<file path="config.mk">
export PLATFORM = sky130hd
export DESIGN_NAME = mult_request_driver_flat
export DESIGN_NICKNAME = d
export VERILOG_FILES = /design/src/rtl/mult_request_driver_if.sv /design/src/rtl/mult_request_driver.sv /design/src/flat_wrapper.sv
export SDC_FILE = /design/constraint.sdc
export NUM_CORES = 1
export LEC_CHECK = 0
export BUFFER_PORTS_ARGS = -buffer_cell sky130_fd_sc_hd__buf_2
export CAP_MARGIN = 0
export CORE_AREA = 2 2 110 112
export DETAILED_ROUTE_END_ITERATION = 8
export DIE_AREA = 0 0 112 114
export HOLD_SLACK_MARGIN = 0.06
export PLACE_DENSITY_LB_ADDON = 0.15
export SETUP_SLACK_MARGIN = 0.2
export SYNTH_ARGS = -nofsm -noshare
export SYNTH_HDL_FRONTEND = slang
export SYNTH_SLANG_ARGS = --single-unit
export TNS_END_PERCENT = 30
</file>
<file path="constraint.sdc">
create_clock -name Clock -period 4.4 [get_ports Clock]
set_input_delay 0.44 -clock Clock [delete_from_list [all_inputs] [get_ports Clock]]
set_output_delay 0.44 -clock Clock [all_outputs]
set_load 0.1 [all_outputs]
</file>
<file path="src/rtl/mult_request_driver_if.sv">
// Handshake bundle between the multiplier request driver and its environment.
// It carries the host command port, the operand/strobe/ack handshake to the shift-add
// multiplier, and the host result port.
//   master : the driver side (drives oCmd_Ready, oData_A/B, oValid_Data, oAck,
//            oResult_Valid, oResult, oError, oOp_Count)
//   slave  : the host plus multiplier side (drives iCmd_Valid, iCmd_A/B, iDone,
//            iProduct, iResult_Ready)
interface mult_request_driver_if #(
  parameter int WIDTH = 32
);
  logic                 iCmd_Valid;
  logic                 oCmd_Ready;
  logic [WIDTH-1:0]     iCmd_A;
  logic [WIDTH-1:0]     iCmd_B;
  logic [WIDTH-1:0]     oData_A;
  logic [WIDTH-1:0]     oData_B;
  logic                 oValid_Data;
  logic                 iDone;
  logic [2*WIDTH-1:0]   iProduct;
  logic                 oAck;
  logic                 oResult_Valid;
  logic                 iResult_Ready;
  logic [2*WIDTH-1:0]   oResult;
  logic                 oError;
  logic [15:0]          oOp_Count;

  modport master (
    input  iCmd_Valid, iCmd_A, iCmd_B, iDone, iProduct, iResult_Ready,
    output oCmd_Ready, oData_A, oData_B, oValid_Data, oAck,
           oResult_Valid, oResult, oError, oOp_Count
  );

  modport slave (
    output iCmd_Valid, iCmd_A, iCmd_B, iDone, iProduct, iResult_Ready,
    input  oCmd_Ready, oData_A, oData_B, oValid_Data, oAck,
           oResult_Valid, oResult, oError, oOp_Count
  );
endinterface

</file>
<file path="src/rtl/mult_request_driver.sv">
// Requester/consumer end of the shift-add multiplier handshake.
// Takes an operand pair from the host, presents it to the multiplier with a one-cycle
// start strobe, waits for done (or a watchdog timeout), captures the product, returns
// a one-cycle ack and then holds the result for the host until it is taken.
//   Clock  : single rising-edge clock
//   Reset  : synchronous, active-high; aborts any operation in flight
//   bus    : mult_request_driver_if master modport (command, multiplier and result ports)
// TIMEOUT must exceed WIDTH+4 so that a healthy multiplier always finishes first.
module mult_request_driver #(
  parameter int WIDTH   = 32,
  parameter int TIMEOUT = 80
) (
  input  logic                   Clock,
  input  logic                   Reset,
  mult_request_driver_if.master  bus
);

  localparam int TIMER_W = $clog2(TIMEOUT + 1);

  typedef enum logic [2:0] {
    S_IDLE,
    S_REQUEST,
    S_WAIT,
    S_ACK,
    S_HOLD
  } state_t;

  state_t               state_q, state_d;
  logic [WIDTH-1:0]     data_a_q, data_a_d;
  logic [WIDTH-1:0]     data_b_q, data_b_d;
  logic                 valid_data_q, valid_data_d;
  logic                 ack_q, ack_d;
  logic                 result_valid_q, result_valid_d;
  logic [2*WIDTH-1:0]   result_q, result_d;
  logic                 error_q, error_d;
  logic [15:0]          op_count_q, op_count_d;
  logic [TIMER_W-1:0]   timer_q, timer_d;

  // Next-state and next-output logic. Every output is a flop, so each decision is taken
  // one cycle ahead: the strobe is set on the accept edge, the ack on the done edge and
  // the result-valid flag on the edge leaving ACK. Strobe and ack default low so they
  // can never last more than one cycle.
  always_comb begin
    state_d        = state_q;
    data_a_d       = data_a_q;
    data_b_d       = data_b_q;
    valid_data_d   = 1'b0;
    ack_d          = 1'b0;
    result_valid_d = result_valid_q;
    result_d       = result_q;
    error_d        = error_q;
    op_count_d     = op_count_q;
    timer_d        = timer_q;

    case (state_q)
      S_IDLE: begin
        if (bus.iCmd_Valid) begin
          data_a_d     = bus.iCmd_A;
          data_b_d     = bus.iCmd_B;
          valid_data_d = 1'b1;
          state_d      = S_REQUEST;
        end
      end

      S_REQUEST: begin
        timer_d = '0;
        state_d = S_WAIT;
      end

      // Done is tested before the watchdog so a done arriving on the last allowed
      // cycle still counts as a good result. A timeout still sends the ack so the
      // multiplier's control machine is returned to its idle state.
      S_WAIT: begin
        timer_d = timer_q + TIMER_W'(1);
        if (bus.iDone) begin
          result_d = bus.iProduct;
          error_d  = 1'b0;
          ack_d    = 1'b1;
          state_d  = S_ACK;
        end else if (timer_q == TIMER_W'(TIMEOUT - 1)) begin
          result_d = '0;
          error_d  = 1'b1;
          ack_d    = 1'b1;
          state_d  = S_ACK;
        end
      end

      S_ACK: begin
        op_count_d     = op_count_q + 16'd1;
        result_valid_d = 1'b1;
        state_d        = S_HOLD;
      end

      S_HOLD: begin
        if (bus.iResult_Ready) begin
          result_valid_d = 1'b0;
          state_d        = S_IDLE;
        end
      end

      default: begin
        state_d = S_IDLE;
      end
    endcase
  end

  // State and output registers. Reset returns everything to zero and IDLE, which also
  // silently abandons an operation in flight (no ack, no result).
  always_ff @(posedge Clock) begin
    if (Reset) begin
      state_q        <= S_IDLE;
      data_a_q       <= '0;
      data_b_q       <= '0;
      valid_data_q   <= 1'b0;
      ack_q          <= 1'b0;
      result_valid_q <= 1'b0;
      result_q       <= '0;
      error_q        <= 1'b0;
      op_count_q     <= '0;
      timer_q        <= '0;
    end else begin
      state_q        <= state_d;
      data_a_q       <= data_a_d;
      data_b_q       <= data_b_d;
      valid_data_q   <= valid_data_d;
      ack_q          <= ack_d;
      result_valid_q <= result_valid_d;
      result_q       <= result_d;
      error_q        <= error_d;
      op_count_q     <= op_count_d;
      timer_q        <= timer_d;
    end
  end

  // Ready is gated by Reset so the host sees no ready while reset is held.
  assign bus.oCmd_Ready    = (state_q == S_IDLE) && !Reset;
  assign bus.oData_A       = data_a_q;
  assign bus.oData_B       = data_b_q;
  assign bus.oValid_Data   = valid_data_q;
  assign bus.oAck          = ack_q;
  assign bus.oResult_Valid = result_valid_q;
  assign bus.oResult       = result_q;
  assign bus.oError        = error_q;
  assign bus.oOp_Count     = op_count_q;

endmodule

</file>
<file path="src/flat_wrapper.sv">
// flat-port wrapper written by rule: the top's interface ports become plain ports
module mult_request_driver_flat 
#(
  parameter int WIDTH   = 32,
  parameter int TIMEOUT = 80
)
  (Clock, Reset, bus_iCmd_Valid, bus_iCmd_A, bus_iCmd_B, bus_iDone, bus_iProduct, bus_iResult_Ready, bus_oCmd_Ready, bus_oData_A, bus_oData_B, bus_oValid_Data, bus_oAck, bus_oResult_Valid, bus_oResult, bus_oError, bus_oOp_Count);
  mult_request_driver_if #(.WIDTH(WIDTH)) bus_i ();
  input  logic Clock;
  input  logic Reset;
  input wire logic [$bits(bus_i.iCmd_Valid)-1:0] bus_iCmd_Valid;
  input wire logic [$bits(bus_i.iCmd_A)-1:0] bus_iCmd_A;
  input wire logic [$bits(bus_i.iCmd_B)-1:0] bus_iCmd_B;
  input wire logic [$bits(bus_i.iDone)-1:0] bus_iDone;
  input wire logic [$bits(bus_i.iProduct)-1:0] bus_iProduct;
  input wire logic [$bits(bus_i.iResult_Ready)-1:0] bus_iResult_Ready;
  output wire logic [$bits(bus_i.oCmd_Ready)-1:0] bus_oCmd_Ready;
  output wire logic [$bits(bus_i.oData_A)-1:0] bus_oData_A;
  output wire logic [$bits(bus_i.oData_B)-1:0] bus_oData_B;
  output wire logic [$bits(bus_i.oValid_Data)-1:0] bus_oValid_Data;
  output wire logic [$bits(bus_i.oAck)-1:0] bus_oAck;
  output wire logic [$bits(bus_i.oResult_Valid)-1:0] bus_oResult_Valid;
  output wire logic [$bits(bus_i.oResult)-1:0] bus_oResult;
  output wire logic [$bits(bus_i.oError)-1:0] bus_oError;
  output wire logic [$bits(bus_i.oOp_Count)-1:0] bus_oOp_Count;
  assign bus_i.iCmd_Valid = bus_iCmd_Valid;
  assign bus_i.iCmd_A = bus_iCmd_A;
  assign bus_i.iCmd_B = bus_iCmd_B;
  assign bus_i.iDone = bus_iDone;
  assign bus_i.iProduct = bus_iProduct;
  assign bus_i.iResult_Ready = bus_iResult_Ready;
  assign bus_oCmd_Ready = bus_i.oCmd_Ready;
  assign bus_oData_A = bus_i.oData_A;
  assign bus_oData_B = bus_i.oData_B;
  assign bus_oValid_Data = bus_i.oValid_Data;
  assign bus_oAck = bus_i.oAck;
  assign bus_oResult_Valid = bus_i.oResult_Valid;
  assign bus_oResult = bus_i.oResult;
  assign bus_oError = bus_i.oError;
  assign bus_oOp_Count = bus_i.oOp_Count;
  mult_request_driver #(.WIDTH(WIDTH), .TIMEOUT(TIMEOUT)) u_core (.Clock(Clock), .Reset(Reset), .bus(bus_i));
endmodule
</file>
==> results of run 1 <==
## worst max-delay path by stage
| stage | endpoint | slack (ns) | cells past startpoint |
|---|---|---|---|
| after floorplan | bus_oCmd_Ready | 0.34 | 3 |
| after global placement | u_core.bus.oResult[4]$_SDFFE_PP0P_ | 1.99 | 4 |
| after detailed placement | u_core.bus.oResult[54]$_SDFFE_PP0P_ | 1.90 | 6 |
| after CTS | u_core.bus.oResult[21]$_SDFFE_PP0P_ | 1.87 | 6 |
| after global routing | u_core.bus.oResult[26]$_SDFFE_PP0P_ | 1.68 | 6 |
| final | u_core.bus.oResult[21]$_SDFFE_PP0P_ | 1.86 | 6 |
## cell usage in the layout (no fill, tap or decap), types with 6 or more instances in the layout
| cell type | n |
|---|---|
| buf_4 | 6 |
| dfxtp_1 | 158 |
| a21oi_1 | 78 |
| a22o_1 | 64 |
| buf_2 | 281 |
| nand3_1 | 6 |
| nand2_1 | 136 |
| clkbuf_16 | 17 |
| nand4_1 | 6 |
| xnor2_1 | 6 |
| nor2_1 | 20 |
## layer usage
| metal | vias up | part of all wire (%) | GRT usage (%) |
|---|---|---|---|
| met3 | 32 | 6.8 | 6.80 |
| met5 | - | 0 | 0 |
| li1 | 2529 | - | - |
| met1 | 2419 | 41 | 28.1 |
| met4 | 0 | 2.9 | 10.6 |
| met2 | 198 | 49 | 39.6 |
## sequential cells by signal, summed over array words and instances, names as in the netlist
name / cells
u_core.bus.oResult: 64
u_core.bus.oData_A: 32
u_core.bus.oData_B: 32
u_core.bus.oOp_Count: 16
u_core.timer_q: 7
u_core.state_q: 3
u_core.bus.oAck: 1
u_core.bus.oError: 1
u_core.bus.oResult_Valid: 1
u_core.bus.oValid_Data: 1
## power by group through the flow
stage	registers [W]	logic (W)	clock network, W
6_report	0.00155	0.000857	0.00155
5_1_grt	0.00156	0.000897	0.00164
4_1_cts	0.00155	0.000862	0.00158
3_5_place_dp	0.00158	0.000860	0
3_3_place_gp	0.00158	0.000850	0
2_1_floorplan	0.00208	0.000189	0
## metrics by stage
step / util (%) / hold slack (ns) / total power, W / setup WS, ns / area [µm²]
global placement: 59.2 / 0.439 / 0.00243 / 1.99 / 6930
floorplan: - / 0.475 / 0.00227 / 0.341 / 5530
global route: 64.6 / 0.220 / 0.00409 / 1.68 / 7560
detailed placement: 59.2 / 0.443 / 0.00244 / 1.90 / 6930
finish: 64.6 / 0.231 / 0.00396 / 1.86 / 7560
CTS: 64.6 / 0.213 / 0.00399 / 1.87 / 7560
## critical path, stage by stage, from the launching register on
cell	delay (ns)
dfxtp_1	0.33
ha_1	0.24
and3_1	0.22
a31o_2	0.27
a21oi_4	0.73
buf_4	0.47
a22o_1	0.20
## cells by family (layout without fill, tap and decap cells)
group	Yosys count	after routing	synth area share, %
AND/OR/NAND/NOR	202	202	16.5
buffers and inverters	46	320	4.68
AO/OA/AOI/OAI	155	155	18.8
adder cells (fa/ha/maj)	2	2	0.452
flip-flops	158	158	57.2
XOR/XNOR	11	11	1.74
multiplexers	3	3	0.565
## cell type report
type | count | area (µm²) | share of cell area (%)
timing repair buffer | 287 | 1450 | 19.2
sequential | 158 | 3160 | 41.8
tap | 147 | 184 | 2.43
clock inverter | 11 | 163 | 2.15
multi-input combinational | 373 | 2130 | 28.1
inverter | 1 | 3.75 | 0.0496
clock buffer | 21 | 470 | 6.22
==> results.cfg, run 1 <==
[timing]
skew_ns = 0.00466
rsz0062_at_grt = false
period_share_pct = 57.8
relSlewSlack_pct = 29.5
drv_slew = 0
hold_viol = 0
fin_crit_ns = 2.54
finalSetupTns_ns = 0
setup_viol = 0
fmax_mhz = 393
worstMarginPinSlew_ns = 1.06

[logic_synthesis]
yosys_warnings = 0
syn-cell-area_um2 = 5530
yosys.area.top_type_share_pct = 57.2
seq_area_frac_synth_pct = 57.2
synth_area_leaders = dfxtp_1 (57%), a22o_1 (10%), nand2_1 (9.2%)
synth.most_common_cell = dfxtp_1
async_flop_share_pct = 0
synth_nets = 712
synth-seq-cells = 158
synth_common_cells = dfxtp_1 (158), nand2_1 (136), a21oi_1 (78)
synth_edf_count = 0
synthCells = 577
synth.distinct_cells = 40
ys.flop_type = dfxtp_1
synth.largest_area_cell = dfxtp_1
synth_area_per_cell_um2 = 9.59

[drt]
antenna_left = 0
drt-wirelength-per-cell_um = 15.4
wl_mm = 15.3
drc_errors = 0
dr_total_vias = 5178
drt_pass1_iterations = 5
via_per_inst = 5.19
drtIter0Drc = 283

[floorplan]
ios = 282
core_area_um2 = 11700
die_area_um2 = 12800
rows = 40
die_w_um = 112
die_y_um = 114
start_util_pct = 47.2

[critical_path]
crit_type = register to register
worst-path-max-fanout = 33
rr_startpoint = u_core.timer_q[0]$_SDFFE_PP0P_
r2r-end = u_core.bus.oResult[21]$_SDFFE_PP0P_
r2r_slack_ns = 1.86
end_kind = register
r2r_cells = 6
critPathLaunch = u_core.timer_q[0]$_SDFFE_PP0P_
cp_data_arrival_time_ns = 2.90
cp-start-kind = register
crit_required_ns = 4.76

[cts]
clock_tree.buffer_depth = 2
root_buffer = clkbuf_16
clock-sinks = 158
path_clk_slew_ns = 0.06
worstSkewPairLatency_ns = 0.42
numCtsBuffers = 17
ctsResizeCount = 0
postCtsSetupRepairBufs = 0
cts_htree_levels = 4
cts_tree = yes
ctsHoldBuffers = 0

[pwr]
power.internal_w = 0.00265
switching_share_pct = 33.1
p_comb_share_pct = 21.6
p_seq_share_pct = 39.1
peakVddDrop_uv = 318
p_sw_w = 0.00131
p_leak_nw = 3.64
clkPwrFrac_pct = 39.2
power_density_nw_per_um2 = 524

[placed_design]
dp_cells = 966
place_hpwl_mm = 11.0
portBuffers = 281
globalplace.congestion = 0.753

[finish]
final_cells = 998
num_antenna_cells = 0
area_delta_synth_final_pct = 36.7
fillCellCount = 1018
drive_gt1_share_pct = 38.3
nets = 973

[global_routing]
overflow = 0
grt_pass1_vias = 4897
grt_antenna_before_repair = 0
grt_usage_pct = 23.5
grt_pass1_wl_mm = 24.1
grt_max_degree = 65

[job]
maxCapViolCount = 0

[outcome]
status = finished clean

[worst_hold_path]
hold_end = u_core.bus.oResult[33]$_SDFFE_PP0P_
hold_path_class = input port to register
hold_start = bus_iProduct[33]
min_path_cells = 2
(Power assumes the default switching activity.)
==> run 2: changes to the inputs <==
ABC_AREA = 1   (was default)
CORE_AREA = default   (was 2 2 110 112)
CORE_ASPECT_RATIO = 1.1   (was default)
CORE_UTILIZATION = 42   (was default)
DIE_AREA = default   (was 0 0 112 114)
clock period = 2 ns   (was 4.4 ns; I/O delays follow)
==> run 2 against run 1 <==
  * Clock power is 110% higher
  * Critical path depth grew 1
  * Setup slack worse by 1.5 ns
  * Combinational power grew to 3.7 times the previous value
  * Synthesized area is 11% higher
  * Core utilization grew 1.9 points
  * Largest power group unchanged
  * Highest routed layer unchanged
  * Critical endpoint is now u_core.bus.oResult[35]$_SDFFE_PP0P_
  * First-iteration DRC count increased by 3.2%
  * Count of clock-buffer cells in the layout fell by 3
==> results.cfg, run 2 <==
[global_routing]
grt_usage_pct = 23.1
grt_max_degree = 88
grt_pass1_vias = 5730
grt_pass1_wl_mm = 26.9
grt_antenna_before_repair = 0
overflow = 0

[logic_synthesis]
synth_area_per_cell_um2 = 8.14
yosys_warnings = 0
synth_area_leaders = dfxtp_1 (52%), nand2_1 (8.3%), a21oi_1 (7.8%)
synth.most_common_cell = dfxtp_1
synthCells = 754
synth_common_cells = dfxtp_1 (158), nand2_1 (136), a21oi_1 (96)
synth-seq-cells = 158
ys.flop_type = dfxtp_1
synth.distinct_cells = 28
synth_edf_count = 0
synth.largest_area_cell = dfxtp_1
syn-cell-area_um2 = 6140
synth_nets = 889
yosys.area.top_type_share_pct = 51.5
async_flop_share_pct = 0
seq_area_frac_synth_pct = 51.5

[drt]
via_per_inst = 4.64
drc_errors = 0
wl_met1_mm = 7.31
dr_total_vias = 6133
top_layer = met4
drt_pass1_iterations = 4
wl_mm = 17.7
route.met3.wl_mm = 1.40
antenna_left = 0
drt-wirelength-per-cell_um = 13.4
met2_length_mm = 8.51
drtIter0Drc = 292

[cts]
numCtsBuffers = 17
clock-sinks = 158
path_clk_slew_ns = 0.07
cts_htree_levels = 4
root_buffer = clkbuf_16
worstSkewPairLatency_ns = 0.42
cts_tree = yes
clock_tree.buffer_depth = 2

[pwr]
clkPwrFrac_pct = 33.0
total_power_w = 0.0100
p_leak_nw = 4.17
peakVddDrop_uv = 547
power.internal_w = 0.00597
p_comb_share_pct = 31.7
switching_share_pct = 40.5
power_density_nw_per_um2 = 1080
p_sw_w = 0.00407
p_seq_share_pct = 35.3

[worst_hold_path]
hold_end = u_core.bus.oResult_Valid$_SDFFE_PP0P_
hold_path_class = input port to register
min_path_cells = 2
hold_start = Reset

[timing]
period_share_pct = 84.3
skew_ns = 0.0106
fmax_mhz = 593
rsz0062_at_grt = false
fin_crit_ns = 1.69
finalSetupTns_ns = 0
worstMarginPinSlew_ns = 0.515
setup_viol = 0
relSlewSlack_pct = 65.9
drv_slew = 0
hold_viol = 0

[floorplan]
start_util_pct = 43.8
die_area_um2 = 15100
ios = 282
rows = 45
core_area_um2 = 14000
die_w_um = 117
die_y_um = 129

[critical_path]
crit_required_ns = 2.29
cp-start-kind = register
r2r-end = u_core.bus.oResult[35]$_SDFFE_PP0P_
cp_data_arrival_time_ns = 1.97
r2r_cells = 7
r2r_slack_ns = 0.31
crit_type = register to register
rr_startpoint = u_core.timer_q[0]$_SDFFE_PP0P_
end_kind = register
worst-path-max-fanout = 51

[finish]
num_antenna_cells = 0
final_cell_mix = buf_2 (279), dfxtp_1 (155), nand2_1 (135)
drive_gt1_share_pct = 37.0
nets = 1256
largest_reg_flops = 64
area_delta_synth_final_pct = 51.9
layout_commonest_cell = buf_2

[job]
maxCapViolCount = 0

[outcome]
status = finished clean

[placed_design]
globalplace.congestion = 0.767
place_hpwl_mm = 11.1
portBuffers = 281
==> run 2: cell count changes after synthesis, sizes merged, moves of 4 or more <==
cell,before,now
xnor2,6,1
clkbuf,14,26
nor2,20,39
a22o,64,0
nand3,6,16
xor2,5,1
inv,1,90
o21ai,4,77
and3,5,0
a21oi,79,146
buf,31,19
nand2,136,166
==> run 2: per-layer routing <==
metal  vias up  track usage, %
li1       3154               -
met1      2710            25.5
met2       230            39.3
met3        39            7.21
met4         0            12.1
met5         -               0
==> run 2: per-stage QoR <==
step,hold WS (ns),util [%],std cells,instance area [µm²],setup slack [ns]
2_1_floorplan,0.343,-,754,6150,0.151
3_3_place_gp,0.428,54.7,1188,7670,0.341
3_5_place_dp,0.431,54.7,1188,7670,0.287
4_1_cts,0.0601,66.3,1321,9300,0.270
5_1_grt,0.0780,66.5,1322,9330,0.207
6_report,0.0757,66.5,1322,9330,0.314
==> run 2: final cells by class <==
| class | count | area (µm²) |
|---|---|---|
| multi-input cells | 461 | 2410 |
| repair buffers | 393 | 2560 |
| clock inverters | 14 | 170 |
| fillers | 1180 | 4690 |
| clock buffers | 18 | 439 |
| inverters | 90 | 340 |
| flip-flops and latches | 158 | 3170 |
| well taps | 188 | 235 |
==> run 2: worst max path at each step <==
stage / end / cells after the start / startpoint / slack, ns
floorplan: u_core.bus.oOp_Count[9]$_SDFFE_PP0P_ / 7 / u_core.bus.oOp_Count[3]$_SDFFE_PP0P_ / 0.15
global placement: u_core.bus.oResult[48]$_SDFFE_PP0P_ / 7 / u_core.timer_q[0]$_SDFFE_PP0P_ / 0.34
detailed placement: u_core.bus.oResult[50]$_SDFFE_PP0P_ / 7 / u_core.timer_q[0]$_SDFFE_PP0P_ / 0.29
CTS: bus_oCmd_Ready / 4 / u_core.state_q[2]$_SDFFE_PP0P_ / 0.27
global route: u_core.bus.oResult[35]$_SDFFE_PP0P_ / 7 / u_core.timer_q[0]$_SDFFE_PP0P_ / 0.21
finish: u_core.bus.oResult[35]$_SDFFE_PP0P_ / 7 / u_core.timer_q[0]$_SDFFE_PP0P_ / 0.31
==> run 2: critical path, cell delays in order, from the launching register on <==
cell and delay [ns]:
dfxtp_1 0.39, ha_1 0.21, nand3_1 0.13, o21ai_1 0.27, nand2_2 0.09, buf_6 0.24, nand2_1 0.13, a21oi_1 0.08
==> run 2: cell families after synthesis <==
logic type,count (synthesis),synth area share [%]
simple gates,233,16.9
compound gates,224,21.4
flops,158,51.5
buf+inv,135,9.52
xor+xnor,2,0.285
fa+ha+maj,2,0.408
==> run 2: what timing repair did <==
action / 4_1_cts / 5_1_grt
endpoints found under the setup margin: 1 / 51
cloned: 0 / 1
hold endpoints to repair: 101 / 0
hold buffers: 101 / 0
resized for setup: 2 / 1
buffers inserted: 0 / 0
==> run 2: power by group through the flow <==
stage          logic (W)  clock network (W)  registers (W)
2_1_floorplan   0.000657                  0        0.00543
3_5_place_dp     0.00300                  0        0.00361
5_1_grt          0.00334            0.00356        0.00358
4_1_cts          0.00316            0.00340        0.00354
3_3_place_gp     0.00300                  0        0.00360
6_report         0.00318            0.00332        0.00354
